$ cat src/rtl/edid_ddc_slave_if.sv
// Host-side EDID RAM load port between the system-control register block and the DDC slave.
interface edid_ddc_slave_if;
  logic [7:0] edid_addr_i;
  logic [7:0] edid_data_i;
  logic       edid_wr_i;

  modport master (output edid_addr_i, output edid_data_i, output edid_wr_i);
  modport slave  (input  edid_addr_i, input  edid_data_i, input  edid_wr_i);
endinterface

$ cat src/rtl/edid_ddc_slave.sv
// Monitor-side DDC/EDID EEPROM emulation: 256-byte image served read-only over an I2C slave.
// SDA is open-drain (low-drive enable only); SCL is never driven.
module edid_ddc_slave #(
  parameter logic [6:0]  g_i2c_addr   = 7'h50,
  parameter int unsigned g_glitch_len = 4
) (
  input  logic            clk_sys_i,
  input  logic            rst_n_i,
  edid_ddc_slave_if.slave edid_if,
  input  logic            scl_i,
  input  logic            sda_i,
  output logic            sda_oe_o,
  output logic            busy_o,
  output logic [7:0]      ptr_o
);

  localparam logic [3:0] c_glitch_last = 4'(g_glitch_len - 32'd1);

  typedef enum logic [2:0] {
    ST_IDLE,
    ST_ADDR,
    ST_ADDR_ACK,
    ST_WOFS,
    ST_WOFS_ACK,
    ST_WDISCARD,
    ST_RDATA,
    ST_RACK
  } state_t;

  // index 0 = SCL, index 1 = SDA
  logic [1:0] meta_r;
  logic [1:0] sync_r;
  logic [1:0] filt_r;
  logic [1:0] filt_d_r;
  logic [3:0] cnt_r [2];

  logic scl_rise_s;
  logic scl_fall_s;
  logic scl_high_s;
  logic start_s;
  logic stop_s;

  logic [7:0] mem_r [256];
  logic [7:0] ram_q_r;

  state_t     state_r, state_nxt_s;
  logic [3:0] bit_cnt_r, bit_cnt_nxt_s;
  logic [7:0] shift_r, shift_nxt_s;
  logic [7:0] ptr_r, ptr_nxt_s;
  logic       oe_r, oe_nxt_s;
  logic       busy_r, busy_nxt_s;
  logic       rw_r, rw_nxt_s;
  logic [7:0] shift_in_s;

  // Synchronise both pads, then let each filtered line follow only a stable level
  always_ff @(posedge clk_sys_i or negedge rst_n_i) begin
    if (!rst_n_i) begin
      meta_r   <= 2'b11;
      sync_r   <= 2'b11;
      filt_r   <= 2'b11;
      filt_d_r <= 2'b11;
      cnt_r[0] <= 4'd0;
      cnt_r[1] <= 4'd0;
    end else begin
      meta_r   <= {sda_i, scl_i};
      sync_r   <= meta_r;
      filt_d_r <= filt_r;
      for (int i = 0; i < 2; i++) begin
        if (sync_r[i] != filt_r[i]) begin
          if (cnt_r[i] == c_glitch_last) begin
            filt_r[i] <= sync_r[i];
            cnt_r[i]  <= 4'd0;
          end else begin
            cnt_r[i]  <= cnt_r[i] + 4'd1;
          end
        end else begin
          cnt_r[i] <= 4'd0;
        end
      end
    end
  end

  // SDA edges only count as START/STOP when SCL sat high across both samples
  assign scl_rise_s = filt_r[0] & ~filt_d_r[0];
  assign scl_fall_s = ~filt_r[0] & filt_d_r[0];
  assign scl_high_s = filt_r[0] & filt_d_r[0];
  assign start_s    = scl_high_s & ~filt_r[1] & filt_d_r[1];
  assign stop_s     = scl_high_s & filt_r[1] & ~filt_d_r[1];
  assign shift_in_s = {shift_r[6:0], filt_r[1]};

  // EDID image: host write port plus registered read at the byte pointer
  always_ff @(posedge clk_sys_i) begin
    if (edid_if.edid_wr_i) begin
      mem_r[edid_if.edid_addr_i] <= edid_if.edid_data_i;
    end
    ram_q_r <= mem_r[ptr_r];
  end

  // Transaction state and datapath registers
  always_ff @(posedge clk_sys_i or negedge rst_n_i) begin
    if (!rst_n_i) begin
      state_r   <= ST_IDLE;
      bit_cnt_r <= 4'd0;
      shift_r   <= 8'd0;
      ptr_r     <= 8'd0;
      oe_r      <= 1'b0;
      busy_r    <= 1'b0;
      rw_r      <= 1'b0;
    end else begin
      state_r   <= state_nxt_s;
      bit_cnt_r <= bit_cnt_nxt_s;
      shift_r   <= shift_nxt_s;
      ptr_r     <= ptr_nxt_s;
      oe_r      <= oe_nxt_s;
      busy_r    <= busy_nxt_s;
      rw_r      <= rw_nxt_s;
    end
  end

  // Next-state logic; bus conditions pre-empt any bit processing
  always_comb begin
    state_nxt_s   = state_r;
    bit_cnt_nxt_s = bit_cnt_r;
    shift_nxt_s   = shift_r;
    ptr_nxt_s     = ptr_r;
    oe_nxt_s      = oe_r;
    busy_nxt_s    = busy_r;
    rw_nxt_s      = rw_r;

    if (stop_s) begin
      state_nxt_s   = ST_IDLE;
      bit_cnt_nxt_s = 4'd0;
      oe_nxt_s      = 1'b0;
      busy_nxt_s    = 1'b0;
    end else if (start_s) begin
      state_nxt_s   = ST_ADDR;
      bit_cnt_nxt_s = 4'd0;
      oe_nxt_s      = 1'b0;
    end else begin
      case (state_r)
        ST_IDLE: begin
          oe_nxt_s   = 1'b0;
          busy_nxt_s = 1'b0;
        end
        ST_ADDR: begin
          if (scl_rise_s) begin
            shift_nxt_s   = shift_in_s;
            bit_cnt_nxt_s = bit_cnt_r + 4'd1;
            if (bit_cnt_r == 4'd7) begin
              bit_cnt_nxt_s = 4'd0;
              if (shift_in_s[7:1] == g_i2c_addr) begin
                state_nxt_s = ST_ADDR_ACK;
                rw_nxt_s    = shift_in_s[0];
                busy_nxt_s  = 1'b1;
              end else begin
                state_nxt_s = ST_IDLE;
                busy_nxt_s  = 1'b0;
              end
            end else begin
              state_nxt_s = ST_ADDR;
            end
          end else begin
            state_nxt_s = ST_ADDR;
          end
        end
        // oe_r doubles as the phase flag: first fall drives ACK, second fall ends it
        ST_ADDR_ACK: begin
          if (scl_fall_s) begin
            if (!oe_r) begin
              oe_nxt_s = 1'b1;
            end else if (rw_r) begin
              state_nxt_s   = ST_RDATA;
              shift_nxt_s   = ram_q_r;
              oe_nxt_s      = ~ram_q_r[7];
              bit_cnt_nxt_s = 4'd0;
            end else begin
              state_nxt_s = ST_WOFS;
              oe_nxt_s    = 1'b0;
            end
          end else begin
            state_nxt_s = ST_ADDR_ACK;
          end
        end
        ST_WOFS: begin
          if (scl_rise_s) begin
            shift_nxt_s   = shift_in_s;
            bit_cnt_nxt_s = bit_cnt_r + 4'd1;
            if (bit_cnt_r == 4'd7) begin
              bit_cnt_nxt_s = 4'd0;
              ptr_nxt_s     = shift_in_s;
              state_nxt_s   = ST_WOFS_ACK;
            end else begin
              state_nxt_s = ST_WOFS;
            end
          end else begin
            state_nxt_s = ST_WOFS;
          end
        end
        ST_WOFS_ACK: begin
          if (scl_fall_s) begin
            if (!oe_r) begin
              oe_nxt_s = 1'b1;
            end else begin
              oe_nxt_s    = 1'b0;
              state_nxt_s = ST_WDISCARD;
            end
          end else begin
            state_nxt_s = ST_WOFS_ACK;
          end
        end
        ST_WDISCARD: begin
          oe_nxt_s = 1'b0;
        end
        ST_RDATA: begin
          if (scl_rise_s) begin
            bit_cnt_nxt_s = bit_cnt_r + 4'd1;
          end else if (scl_fall_s && (bit_cnt_r != 4'd0)) begin
            if (bit_cnt_r == 4'd8) begin
              oe_nxt_s      = 1'b0;
              ptr_nxt_s     = ptr_r + 8'd1;
              bit_cnt_nxt_s = 4'd0;
              state_nxt_s   = ST_RACK;
            end else begin
              shift_nxt_s = {shift_r[6:0], 1'b0};
              oe_nxt_s    = ~shift_r[6];
            end
          end else begin
            state_nxt_s = ST_RDATA;
          end
        end
        // A fall still seen here means the master ACKed at the preceding rise
        ST_RACK: begin
          if (scl_rise_s && filt_r[1]) begin
            state_nxt_s = ST_IDLE;
            busy_nxt_s  = 1'b0;
          end else if (scl_fall_s) begin
            state_nxt_s   = ST_RDATA;
            shift_nxt_s   = ram_q_r;
            oe_nxt_s      = ~ram_q_r[7];
            bit_cnt_nxt_s = 4'd0;
          end else begin
            state_nxt_s = ST_RACK;
          end
        end
        default: begin
          state_nxt_s = ST_IDLE;
          oe_nxt_s    = 1'b0;
          busy_nxt_s  = 1'b0;
        end
      endcase
    end
  end

  assign sda_oe_o = oe_r;
  assign busy_o   = busy_r;
  assign ptr_o    = ptr_r;

endmodule

$ cat src/flat_wrapper.sv
// flat-port wrapper written by rule: the top's interface ports become plain ports
module edid_ddc_slave_flat 
#(
  parameter logic [6:0]  g_i2c_addr   = 7'h50,
  parameter int unsigned g_glitch_len = 4
)
  (clk_sys_i, rst_n_i, scl_i, sda_i, sda_oe_o, busy_o, ptr_o, edid_if_edid_addr_i, edid_if_edid_data_i, edid_if_edid_wr_i);
  edid_ddc_slave_if edid_if_i ();
  input  logic clk_sys_i;
  input  logic rst_n_i;
  input  logic scl_i;
  input  logic sda_i;
  output logic sda_oe_o;
  output logic busy_o;
  output logic [7:0] ptr_o;
  input wire logic [$bits(edid_if_i.edid_addr_i)-1:0] edid_if_edid_addr_i;
  input wire logic [$bits(edid_if_i.edid_data_i)-1:0] edid_if_edid_data_i;
  input wire logic [$bits(edid_if_i.edid_wr_i)-1:0] edid_if_edid_wr_i;
  assign edid_if_i.edid_addr_i = edid_if_edid_addr_i;
  assign edid_if_i.edid_data_i = edid_if_edid_data_i;
  assign edid_if_i.edid_wr_i = edid_if_edid_wr_i;
  edid_ddc_slave #(.g_i2c_addr(g_i2c_addr), .g_glitch_len(g_glitch_len)) u_core (.clk_sys_i(clk_sys_i), .rst_n_i(rst_n_i), .edid_if(edid_if_i), .scl_i(scl_i), .sda_i(sda_i), .sda_oe_o(sda_oe_o), .busy_o(busy_o), .ptr_o(ptr_o));
endmodule
$ cat config.mk
export PLATFORM = sky130hd
export DESIGN_NAME = edid_ddc_slave_flat
export DESIGN_NICKNAME = d
export VERILOG_FILES = /design/src/rtl/edid_ddc_slave_if.sv /design/src/rtl/edid_ddc_slave.sv /design/src/flat_wrapper.sv
export SDC_FILE = /design/constraint.sdc
export NUM_CORES = 2
export LEC_CHECK = 0
export BUFFER_PORTS_ARGS = -buffer_cell sky130_fd_sc_hd__buf_2
export CAP_MARGIN = 15
export CELL_PAD_IN_SITES_DETAIL_PLACEMENT = 0
export CELL_PAD_IN_SITES_GLOBAL_PLACEMENT = 1
export CORE_UTILIZATION = 56
export CTS_CLUSTER_DIAMETER = 80
export DETAILED_ROUTE_END_ITERATION = 7
export MAX_ROUTING_LAYER = met4
export PLACE_DENSITY_LB_ADDON = 0.3
export SYNTH_ARGS = -nofsm -noshare
export SYNTH_HDL_FRONTEND = slang
export SYNTH_SLANG_ARGS = --single-unit
export TNS_END_PERCENT = 30
$ cat constraint.sdc
create_clock -name clk_sys_i -period 2.9 [get_ports clk_sys_i]
set_clock_uncertainty 0.2 [all_clocks]
set_input_delay 0.29 -clock clk_sys_i [delete_from_list [all_inputs] [get_ports clk_sys_i]]
set_output_delay 0.29 -clock clk_sys_i [all_outputs]
set_load 0.01 [all_outputs]
Yosys cells after proc, flatten, opt, wreduce, memory -nomap -nowiden
Memories as Yosys holds them, arrays and structs flattened. A register that Yosys moved wholly into a read port is not among the register bits.
Index checks and enable logic that the tools add are counted.
Word-level totals
  logic and storage cells: 172
  output and inout port bits: 10
  RAM bits: 2048
  memories kept: 1
  register bits after elaboration: 41
  input port bits: 21
Cells by class
  reduce and logical (&&, ||, !) cells: 21
  equality and inequality tests: 44
  multiplexer cells: 73
  add/sub/neg operators: 4
  bitwise operators: 15
Memories
  u_core.mem_r: depth 256, bits a word 8, rd ports 1, clocked after memory_dff 1, write ports 1, RTL line edid_ddc_slave.sv:43  | logic [7:0] mem_r [256];
Operator list (count)
  4-bit 2-to-1 mux: 16
  7-bit 2-to-1 mux: 9
  8-bit 2-to-1 mux: 5
  3-bit 2-to-1 mux: 13
  4-bit by 1-bit inequality test with 1-bit output, second input constant: 7
  7-bit one-hot mux with 4 select lines: 1
  1-bit 2-to-1 mux: 21
  2-bit by 1-bit inequality test with 1-bit output, second input constant: 9
  3-bit one-hot mux with 6 select lines: 1
  4-bit one-hot mux with 4 select lines: 1
  8-bit one-hot mux with 2 select lines: 1
  4-bit by 1-bit adder with 4-bit output, second input constant: 3
  3-bit equality test, second input constant: 4
  12-bit AND reduction: 1
  4-bit nonzero test: 3
  5-bit by 1-bit inequality test with 1-bit output, second input constant: 2
  5-bit inequality test, second input constant: 2
  5-bit AND reduction: 2
  3-bit by 1-bit inequality test with 1-bit output, second input constant: 3
  9-bit AND reduction: 1
  8-bit by 1-bit adder with 8-bit output, second input constant: 1
  4-bit by 2-bit equality test with 1-bit output, second input constant: 2
  2-bit inequality test, second input constant: 4
  1-bit inverter: 8
  24 further kinds: 37

Longest topological paths before layout
  word-level depth: 8
  gate-level depth with buffers: 13

Worst setup path after synthesis
OpenSTA, ideal clock, no wires.
  path type: flip-flop to flip-flop
  from: register u_core.ptr_r[0], in the netlist u_core.ptr_o[0]
  to: register u_core.ram_q_r[3], read port of u_core.mem_r
  path buffers: 5
  setup slack: 0.199 ns
  stages on the path, launching flop included: 11
  arrival: 2.371 ns
  clock period less this slack: 2.701 ns
  required time: 2.569 ns
  cell sequence: dfrtp_1 buf_6 buf_12 buf_12 buf_6 buf_8 mux4_2 a221oi_2 o21ai_1 o41ai_2 o32ai_1
RTL lines
  from (decl): RTL line edid_ddc_slave.sv:49  | logic [7:0] ptr_r, ptr_nxt_s;
  from (signal assigned): RTL line edid_ddc_slave.sv:113  | ptr_r <= ptr_nxt_s;
  to (decl): RTL line edid_ddc_slave.sv:44  | logic [7:0] ram_q_r;

==> flow_summary_export.csv <==
group,metric,value,unit
clock_tree,cts-buffers-inserted,201,
grt,first_global_vias,44500,
clock_tree,htree_levels,4,
floorplanning,die_h,386,um
sta,fin_crit_sh,1.12,
synth,synth_cell_types,74,
floorplanning,die_w,386,um
routing,met2_length,106,mm
sta,max_freq,307,MHz
floorplanning,coreArea,0.146,mm^2
sta,hold_slack,0.0772,ns
clock_tree,cts_tree,"yes",
synth,async_flop_share,0.0196,
power,peakVddDrop,625,uV
synth,synthCells,4218,
cells_and_area,fin_nets,4959,
clock_tree,root_buffer,"clkbuf_16",
min_path,hp-start,"edid_if_edid_addr_i[7]",
synth,synth_nets,4244,
floorplanning,die_area,0.149,mm^2
critical_path,critPathMaxFanout,8,
critical_path,rrSetupSlack,-0.36,ns
critical_path,regToRegEndpoint,"u_core.ram_q_r[5]",
critical_path,crit_slowest_cell,"dfrtp_4",
critical_path,cp.required,3.38,ns
min_path,min_path_type,"input pin to register",
routing,top_layer,"met4",
sta,setup_violations,8,
critical_path,r2r-start,"u_core.ptr_o[0]",
critical_path,cp_top_family,"buffers and inverters",
synth,synth_simple_gate_area_frac,0.0341,
synth,synth_top_family_by_area,"multiplexers",
synth,synth_edf_count,2048,
power,power_density,625,mW/mm^2
run_status,failed_checks,"setup timing",
critical_path,critical_path.max_stage_delay,0.51,ns
power,finalPower,60.8,mW
synth,yosys_warnings,0,
clock_tree,clk_transition_reported_paths,0.06,ns
cells_and_area,stdcell_count,7032,
critical_path,crit_path_end_kind,"register",
floorplanning,rows,140,
placement,io_buffers,30,
grt,grt_pass1_wl,321,mm
routing,dr_wl_met3,25.5,mm
critical_path,worst-setup-path-type,"register to register",
sta,tightest_slew,1.04,ns
routing,first_pass_iters,6,
routing,dr.first_iter.drc_count,6137,
synth,synth_area,0.0825,mm^2
grt,grt_usage,0.318,
sta,fin_crit,3.26,ns
critical_path,crit_buf_inv,6,
sta,setup_slack,-0.362,ns
synth,synth_compound_area_frac,0.0431,
routing,dr_total_vias,46000,
sta,grt_setup_unrepaired,"yes",
critical_path,reg2regPathDepth,13,
placement,place_hpwl,147,mm
power,leakage,30.9,nW
routing,drc,0,
synth,muxShareOfSynthArea,0.142,
clock_tree,ctsLongestPathBuffers,3,
routing,routed_wl,226,mm
grt,grt_max_degree,121,
run_status,status,"complete, but fails checks",
sta,relSlewSlack,0.304,
run,drv_cap,0,
grt,antenna_found_initial,10,
synth,ys_ff_latch,2097,
routing,drt-met1-wl,86.9,mm
placement,dp_cells,6607,
synth,avgSynthCellArea,19.6,um^2
floorplanning,start_util,0.565,
critical_path,crit_path_frequent_cell,"buf_12",
critical_path,start_kind,"register",
clock_tree,clock_sinks,2097,
floorplanning,ioPinCount,31,
sta,slew_violations,0,
cells_and_area,syn_to_final_growth,17.8,%
critical_path,path_cells,"buf_12 -> buf_12 -> buf_16 -> buf_4 -> buf_12 -> mux4_2 -> a22oi_2 -> nand2_2 -> a22oi_2 -> buf_4 -> nand4b_1 -> o211ai_1 -> o31ai_1",
grt,gr-total-overflow,0,
placement,gp_congestion,0.903,
sta,final.setup.tns,-2.16,ns
synth,ys_seq_area_frac,0.760,
routing,wl_per_cell,32.2,um
synth,ys.flop_type,"edfxtp_1",
cells_and_area,post-route-util,0.666,
routing,viasPerCell,6.54,
synth,synthAdderAreaFrac,0.000758,
critical_path,critPathArrivalTime,3.75,ns
routing,ant_nets,0,
clock_tree,clk_latency,0.83,ns
synth,synth_xor_area_frac,0.000425,
min_path,min_to,"u_core.mem_r[227][4]",
min_path,worstHoldPathCells,4,
sta,final_hold_viol_count,0,
cells_and_area,drive_gt1_frac,0.300,
## synth_stat cells (24+ instances only)
library cell | number | area, um^2
a21oi_1 | 93 | 465
a221o_1 | 30 | 300
a221oi_1 | 47 | 412
a22oi_1 | 86 | 646
buf_2 | 58 | 290
buf_4 | 30 | 225
buf_6 | 34 | 383
clkbuf_1 | 122 | 458
dfrtp_1 | 33 | 826
edfxtp_1 | 2048 | 61500
mux2_2 | 28 | 315
mux2i_1 | 244 | 2440
mux4_2 | 394 | 8870
nand2_1 | 115 | 432
nand3_1 | 40 | 200
nor2_1 | 366 | 1370
nor2b_1 | 27 | 169
nor3_1 | 24 | 120
o21ai_0 | 68 | 340
o21ai_1 | 26 | 130
o22ai_1 | 28 | 175
## registers in the layout, summed over array words and instances, names as in the netlist, 2 cells and up
register          cells
u_core.cnt_r          8
u_core.filt_r         2
u_core.mem_r       2048
u_core.state_r        3
u_core.filt_d_r       2
u_core.bit_cnt_r      4
u_core.shift_r        7
u_core.sync_r         2
u_core.ram_q_r        8
u_core.meta_r         2
u_core.ptr_o          8
## layer usage
layer | up-vias | GRT usage
met1 | 23900 | 0.438
met2 | 2870 | 0.468
met3 | 430 | 0.0735
met5 | - | -
li1 | 18800 | -
met4 | 0 | 0.115
## tightest hold or removal path, stage by stage
cell,delay (ns)
buf_2,0.17
nand3_1,0.11
buf_4,0.24
nor2_1,0.09
## layout make-up
cell class | instances | area, um^2
multi-input cells | 1843 | 18500
diodes | 12 | 30.0
clock buffers | 248 | 5310
flip-flops and latches | 2097 | 62700
well taps | 1917 | 2400
inverters | 9 | 36.3
repair buffers | 781 | 7120
clock inverters | 125 | 1070
fillers | 9363 | 48700
## kinds of logic after synthesis
family	count (synthesis)
compound gates	511
xor+xnor	4
fa+ha+maj	5
buf+inv	278
flops	2097
mux	674
simple gates	649
## how the worst max path moves through the flow
stage,startpoint,end,slack [ns],cells past startpoint
after floorplan,u_core.ptr_o[0],u_core.ram_q_r[3],0.20,10
after global placement,u_core.ptr_o[0],u_core.ram_q_r[2],-0.57,10
after detailed placement,u_core.ptr_o[0],u_core.ram_q_r[3],-0.58,10
after CTS,u_core.ptr_o[0],u_core.ram_q_r[1],-0.32,10
after global routing,u_core.ptr_o[0],u_core.ram_q_r[5],-0.40,12
final,u_core.ptr_o[0],u_core.ram_q_r[5],-0.36,13
## cells in the final DEF, fill, tap and decap left out, types with 18 or more instances in the layout
cell and instances:
clkinv_1 62, a221oi_1 44, buf_12 85, nor2b_1 23, dfrtp_1 26, o21ai_1 25
a211oi_1 18, buf_4 627, edfxtp_1 2048, nor2_1 361, o22ai_1 26, mux2i_1 241
clkbuf_1 41, mux4_2 394, o21ai_0 66, nand3_1 40, a221o_1 30, a22oi_1 79
clkbuf_16 205, dlygate4sd3_1 20, clkinv_2 30, a21oi_1 87, mux2_2 27, nor3_1 22
nand2_1 113, buf_2 22, o31ai_1 19
## metrics by stage
step                      cell area (um^2)  worst slack, ns
final                                97200           -0.362
after global routing                 97200           -0.400
after CTS                            97000           -0.316
after detailed placement             90000           -0.580
after global placement               90000           -0.572
after floorplan                      82500            0.199
## what timing repair did
item                                    in CTS  in global routing
gates resized for setup                     50                 26
gates cloned                                 1                  0
buffers inserted                            17                  2
endpoints found under the hold margin      966                  0
hold buffers                                21                  0
pin swaps                                   12                 12
endpoints found under the setup margin       8                  8
## where the power goes
part	switching (mW)	internal, mW
Combinational	1.11	0.466
Clock	11.1	14.5
Sequential	0.196	33.5
Total	12.4	48.4
Note: power is estimated with default switching activity, not from simulation.
